`src/rtl/alu_sequencer.sv`:
```
// alu_sequencer: sequences one 9-bit instruction at a time through an
// external ALU, with a 4x4 register file and host load/debug ports.
//
// Ports:
//   clk, reset        clock, synchronous active-high reset
//   instr_valid/instr instruction {op, rd, ra, rb}; instr_ready in IDLE
//   ld_en/ld_addr/ld_data  host register-file write (IDLE only)
//   dbg_addr/dbg_data combinational register-file read
//   alu_A/alu_B/alu_opcode registered operands to the external ALU
//   alu_result/alu_remainder/alu_zero/alu_overflow  ALU outputs
//   done/flag_zero/flag_ovf/div_err  completion pulse and status
module alu_sequencer (
  input  logic       clk,
  input  logic       reset,
  input  logic       instr_valid,
  input  logic [8:0] instr,
  output logic       instr_ready,
  input  logic       ld_en,
  input  logic [1:0] ld_addr,
  input  logic [3:0] ld_data,
  input  logic [1:0] dbg_addr,
  output logic [3:0] dbg_data,
  output logic [3:0] alu_A,
  output logic [3:0] alu_B,
  output logic [2:0] alu_opcode,
  input  logic [3:0] alu_result,
  input  logic [3:0] alu_remainder,
  input  logic       alu_zero,
  input  logic       alu_overflow,
  output logic       done,
  output logic       flag_zero,
  output logic       flag_ovf,
  output logic       div_err
);

  typedef enum logic [2:0] {
    IDLE,
    ISSUE,
    CAPTURE,
    WB,
    WB2
  } state_t;

  localparam logic [2:0] OP_DIV = 3'b111;

  state_t state_q;
  state_t state_d;

  logic [3:0] rf [4];

  logic [2:0] ir_op;
  logic [1:0] ir_rd;
  logic [1:0] ir_ra;
  logic [1:0] ir_rb;

  logic [3:0] cap_result;
  logic [3:0] cap_rem;
  logic       cap_zero;
  logic       cap_ovf;
  logic       div_zero_q;

  logic       accept;
  logic       is_div;
  logic       div_fault;
  logic [1:0] rd_next;

  assign is_div    = (ir_op == OP_DIV);
  // divide by zero is decided from the divisor seen in ISSUE
  assign div_fault = is_div && div_zero_q;
  assign rd_next   = ir_rd + 2'd1;
  assign accept    = instr_valid && instr_ready;
  assign dbg_data  = rf[dbg_addr];

  always_ff @(posedge clk) begin
    if (reset) state_q <= IDLE;
    else       state_q <= state_d;
  end

  always_comb begin
    state_d     = state_q;
    instr_ready = 1'b0;
    done        = 1'b0;
    unique case (state_q)
      IDLE: begin
        instr_ready = !reset;
        if (accept) state_d = ISSUE;
      end
      ISSUE:   state_d = CAPTURE;
      CAPTURE: state_d = WB;
      WB: begin
        // a good divide defers done to WB2
        if (is_div && !div_fault) begin
          state_d = WB2;
        end else begin
          done    = 1'b1;
          state_d = IDLE;
        end
      end
      WB2: begin
        done    = 1'b1;
        state_d = IDLE;
      end
      default: state_d = IDLE;
    endcase
  end

  always_ff @(posedge clk) begin
    if (reset) begin
      for (int i = 0; i < 4; i++) rf[i] <= 4'd0;
      ir_op      <= 3'd0;
      ir_rd      <= 2'd0;
      ir_ra      <= 2'd0;
      ir_rb      <= 2'd0;
      alu_A      <= 4'd0;
      alu_B      <= 4'd0;
      alu_opcode <= 3'd0;
      cap_result <= 4'd0;
      cap_rem    <= 4'd0;
      cap_zero   <= 1'b0;
      cap_ovf    <= 1'b0;
      div_zero_q <= 1'b0;
      flag_zero  <= 1'b0;
      flag_ovf   <= 1'b0;
      div_err    <= 1'b0;
    end else begin
      if (accept) begin
        ir_op   <= instr[8:6];
        ir_rd   <= instr[5:4];
        ir_ra   <= instr[3:2];
        ir_rb   <= instr[1:0];
        div_err <= 1'b0;
      end
      unique case (state_q)
        IDLE: begin
          // a load in the accept cycle lands before ISSUE reads it
          if (ld_en) rf[ld_addr] <= ld_data;
        end
        ISSUE: begin
          alu_A      <= rf[ir_ra];
          alu_B      <= rf[ir_rb];
          alu_opcode <= ir_op;
          div_zero_q <= (rf[ir_rb] == 4'd0);
        end
        CAPTURE: begin
          cap_result <= alu_result;
          cap_rem    <= alu_remainder;
          cap_zero   <= alu_zero;
          cap_ovf    <= alu_overflow;
        end
        WB: begin
          if (div_fault) begin
            div_err <= 1'b1;
          end else begin
            rf[ir_rd] <= cap_result;
            flag_zero <= cap_zero;
            flag_ovf  <= cap_ovf;
          end
        end
        WB2: rf[rd_next] <= cap_rem;
        default: ;
      endcase
    end
  end

endmodule

```
`config.mk`:
```
export PLATFORM = sky130hd
export DESIGN_NAME = alu_sequencer
export DESIGN_NICKNAME = d
export VERILOG_FILES = /design/src/rtl/alu_sequencer.sv
export SDC_FILE = /design/constraint.sdc
export NUM_CORES = 1
export LEC_CHECK = 0
export CORE_ASPECT_RATIO = 1.4
export CORE_MARGIN = 8
export CORE_UTILIZATION = 35
export DETAILED_ROUTE_END_ITERATION = 7
export GPL_TIMING_DRIVEN = 0
export PLACE_DENSITY = 0.68
export SETUP_SLACK_MARGIN = 0.2
export SYNTH_ARGS = -nofsm -noshare
export SYNTH_HDL_FRONTEND = slang
export SYNTH_SLANG_ARGS = --single-unit
export TNS_END_PERCENT = 5
```
`constraint.sdc`:
```
create_clock -name clk -period 4.42 [get_ports clk]
set_clock_uncertainty 0.2 [all_clocks]
set_input_delay 0.884 -clock clk [delete_from_list [all_inputs] [get_ports clk]]
set_output_delay 0.884 -clock clk [all_outputs]
set_load 0.05 [all_outputs]
```
-- Word level (Yosys, flattened, before mapping)
Memory sizes are Yosys's and may differ from the RTL's. A register that Yosys moved wholly into a read port is not among the register bits.
Cells that the tools add are included.
- memories kept: 1
- input port bits: 31
- bits in registers: 33
- RAM bits: 16
- word-level logic and storage cells: 68
- memories (name ; depth ; width ; read ports ; clocked after memory_dff ; write ports ; RTL line ; RTL):
    rf ; 4 ; 4 ; 3 ; 2 ; 4 ; 49 ; logic [3:0] rf [4];
- equal/unequal tests: 6
- bitwise gates (word level): 1
- multiplexer cells: 33
- reductions and logical operators: 11
- add/sub/neg operators: 1
- operator list (cell ; number):
    $mux W1 ; 21
    $mux W4 ; 3
    $pmux W3 S4 ; 1
    $reduce_or A4 Y1 ; 3
    $mux W2 ; 5
    $eq A3 B2 Y1 const B ; 2
    $eq A3 B3 Y1 const B ; 2
    $mux W3 ; 2
    $logic_not A4 Y1 ; 1
    $eq A3 B1 Y1 const B ; 1
    $logic_and A1 B1 Y1 ; 3
    $logic_not A3 Y1 ; 1
    $add A2 B1 Y2 const B ; 1
    $logic_not A1 Y1 ; 2
    $ne A2 B2 Y1 const B ; 1
    $pmux W1 S2 ; 1
    $reduce_and A2 Y1 ; 1
    $not A1 Y1 ; 1

-- Logic depth before layout (Yosys ltp)
- depth in word-level cells: 9
- gate-level depth with buffers: 6
- depth with buffers taken out: 4

-- Least setup slack after synthesis
OpenSTA, ideal clock, no wires.
- path type: reg-to-output
- start point: register state_q[1]
- end point: output done
- arrival: 1747 ps
- slack: 1589 ps
- data required time: 3336 ps
- cell stages (with the launch flop): 4
- path through: dfxtp_1 buf_4 nand2_1 o31ai_1
- longest elaborated chain between the ends: 2
- RTL lines (what ; RTL line ; RTL):
    start: declaration ; 46 ; state_t state_q;
    start signal: assignment ; 76 ; else state_q <= state_d;
    $eq A3 B3 Y1 / $eq A3 B2 Y1 (equally long branches) ; 83 ; unique case (state_q)
    $pmux W1 S2 * ; 83 ;
    end: declaration ; 30 ; output logic done,
Mark *: on every way between the ends. The rest lies on a longest branch, timed or not.

-- Worst setup path in the final report
- start point: input reset
- end point: output instr_ready
- longest elaborated chain between the ends: 2
- RTL lines (what ; RTL line ; RTL):
    start: declaration ; 14 ; input logic reset,
    $logic_not A1 Y1 ; 85 ; instr_ready = !reset;
    $mux W1 ; 83 ;
    end: declaration ; 17 ; output logic instr_ready,
Every way passes these cells.

==> results.py <==
metrics = {
    "grt": {
        "grt_pass1_wl_um": 9750,
        "grt_max_degree": 18,
        "gr-total-overflow": 0,
        "grt_pass1_vias": 1996,
        "grt_util_all_layers_pct": 11.8,
        "grt_antenna_before_repair": 0,
    },
    "finish": {
        "final_cell_count_no_fill": 403,
        "regArea_um2": 1260,
        "drive_above_1_share_pct": 16.3,
        "num_antenna_cells": 0,
        "nets": 336,
        "syn2layout_area_growth_pct": 28.0,
        "fillerInstances": 712,
        "multi_input_area_um2": 1210,
    },
    "timing": {
        "fin_tns_setup_ns": 0,
        "post-route-min-period_ns": 3.89,
        "hold_viol": 0,
        "worst_pin_slew_ns": 0.566,
        "timing.fmax_mhz": 257,
        "setup_ws_ns": 0.528,
        "setup_viol": 0,
        "fin_crit_sh_pct": 88.0,
        "rsz0062_at_grt": "false",
        "relSlewSlack_pct": 62.3,
        "drv_slew": 0,
    },
    "detailed_routing": {
        "drt_iter0_drc": 70,
        "wirelength_um": 5810,
        "vias": 1976,
        "wl_per_cell_um": 14.4,
        "vias_per_cell": 4.90,
        "dr.pass1.iters": 4,
        "drc": 0,
        "antenna_left": 0,
    },
    "placement": {
        "dp_slack_ns": 0.525,
        "place.gp.congestion": 0.811,
        "hpwlAfterDp_um": 4630,
        "port_buffers": 50,
        "dp.cells": 395,
    },
    "yosys": {
        "syn_nets": 279,
        "netlist_instances": 248,
        "yosysWarnings": 0,
        "synth_top_area_cell": "dfxtp_1",
        "synthDominantCellAreaShare_pct": 30.4,
        "avgSynthCellArea_um2": 10.4,
        "synthTopCellsByArea": "dfxtp_1 30%, edfxtp_1 19%, mux4_2 11%, nand2_1 9.6%, a21oi_1 5.1%",
        "ys_seq_elements": 55,
        "synth.top_cells.by_count": "66 x nand2_1, 39 x dfxtp_1, 26 x a21oi_1, 16 x edfxtp_1, 12 x mux4_2",
        "synth_edf_count": 16,
        "synthFlopType": "dfxtp_1",
        "async_flop_share_pct": 0,
        "ys_seq_area_share_pct": 49.0,
        "syn_area_um2": 2570,
        "synth.distinct_cells": 39,
        "yosysMostFrequentCell": "nand2_1",
    },
    "clock_network": {
        "cts.sinks": 55,
        "htreeDepth": 2,
        "postCtsHoldBufs": 0,
        "root_buffer": "clkbuf_8",
        "postCtsSetupRepairBufs": 0,
        "cts_resized": 0,
        "cts.clk_slew.worst_paths_ns": 0.09,
        "cts_tree": "yes",
        "cts_buffers": 5,
        "clk_latency_ns": 0.31,
        "cts_buffer_depth": 2,
    },
    "job": {
        "drv_cap": 0,
    },
    "die": {
        "start_util_pct": 35.6,
        "die_x_um": 88.5,
        "die_h_um": 117,
        "rows": 37,
        "pin_count": 51,
        "dieArea_um2": 10400,
        "coreArea_um2": 7220,
    },
    "worst_setup_path": {
        "criticalPathCategory": "in -> out",
        "crit_path_end_kind": "output pin",
        "critPathLaunchType": "input port",
        "critPathMaxFanout": 8,
        "critPathRequiredTime_ns": 3.34,
        "arrival_ns": 2.81,
    },
    "pwr": {
        "p_leak_uw": 0.00114,
        "power.density_nw_per_um2": 330,
        "ir_worst_vdd_mv": 0.175,
    },
    "run_status": {
        "status": "complete, no violations",
    },
    "min_path": {
        "worst_hold_path_type": "reg -> reg",
    },
}
kinds of logic after synthesis:
| kind of cell | after synthesis | synth area share, % |
|---|---|---|
| AND/OR/NAND/NOR | 114 | 24.1 |
| flip-flops | 55 | 49.0 |
| AO/OA/AOI/OAI | 44 | 11.5 |
| buffers and inverters | 20 | 3.75 |
| multiplexers | 14 | 11.3 |
| XOR/XNOR | 1 | 0.341 |
flip-flops by register name (all words and copies together) (netlist names), 3 cells and up, named ones only:
name        flops
alu_opcode      3
cap_result      4
state_q         3
alu_A           4
cap_rem         4
ir_op           3
alu_B           4
rf             16
cell usage in the layout, fill, tap and decap left out, types with 2 or more instances in the layout:
cell              n
buf_4             3
and2_1            3
clkbuf_1          5
clkbuf_8          6
nor2_1            8
dfxtp_1          39
nor4_4            2
nor3_2           10
buf_2             2
clkdlybuf4s50_1  50
a32o_1            6
o21ai_2           2
nand3_1           9
o21ai_0           2
nand2_1          66
nor3_1            5
a21oi_1          26
buf_1             2
mux4_2           12
edfxtp_1         16
nor2_2            2
o31ai_1           2
inv_1             7
mux2i_1           2
power breakdown:
group,switching (uW),internal [uW]
registers,23.1,552
logic,125,92.9
clock network,165,128
total,313,774
worst max-delay path, cell delays in order:
cell and delay (ns):
clkdlybuf4s50_1 0.57, nor4_4 0.45, clkdlybuf4s50_1 0.90
layout make-up:
type / count / area share (%)
inverter: 7 / 0.798
sequential: 55 / 38.3
clock buffer: 6 / 2.51
timing repair buffer: 50 / 15.2
clock inverter: 2 / 0.494
multi-input combinational: 173 / 36.9
tap: 97 / 3.69
buffer: 13 / 2.13
through the flow:
step,hold slack [ns],power (uW),util [%],instance area (um2)
final,0.257,1090,45.6,3290
after global routing,0.266,1140,45.6,3290
after CTS,0.261,1100,45.6,3290
after detailed placement,0.248,808,44.2,3190
after global placement,0.243,804,44.2,3190
after floorplan,0.233,726,-,2570
path summary, 6_finish.rpt:
check                  start     endpoint  slack, ns  cells after the start
setup / recovery       reset  instr_ready       0.53                      3
hold / removal      alu_B[0]     alu_B[0]       0.26                      2
setup reg to reg  state_q[2]     rf[3][2]       1.99                      5
hold reg to reg     alu_B[0]     alu_B[0]       0.26                      2
metal layers:
layer  up-vias  share of wire, %  global-route usage [%]  wire, um
li1       1007                 -                       -         -
met1       915                41                    13.1      2400
met2        49                53                    21.0      3080
met3         5               4.5                    2.45       264
met4         0               1.3                    4.46        78
met5         -                 0                       0         0
No activity file was read; power rests on OpenSTA's default activity.
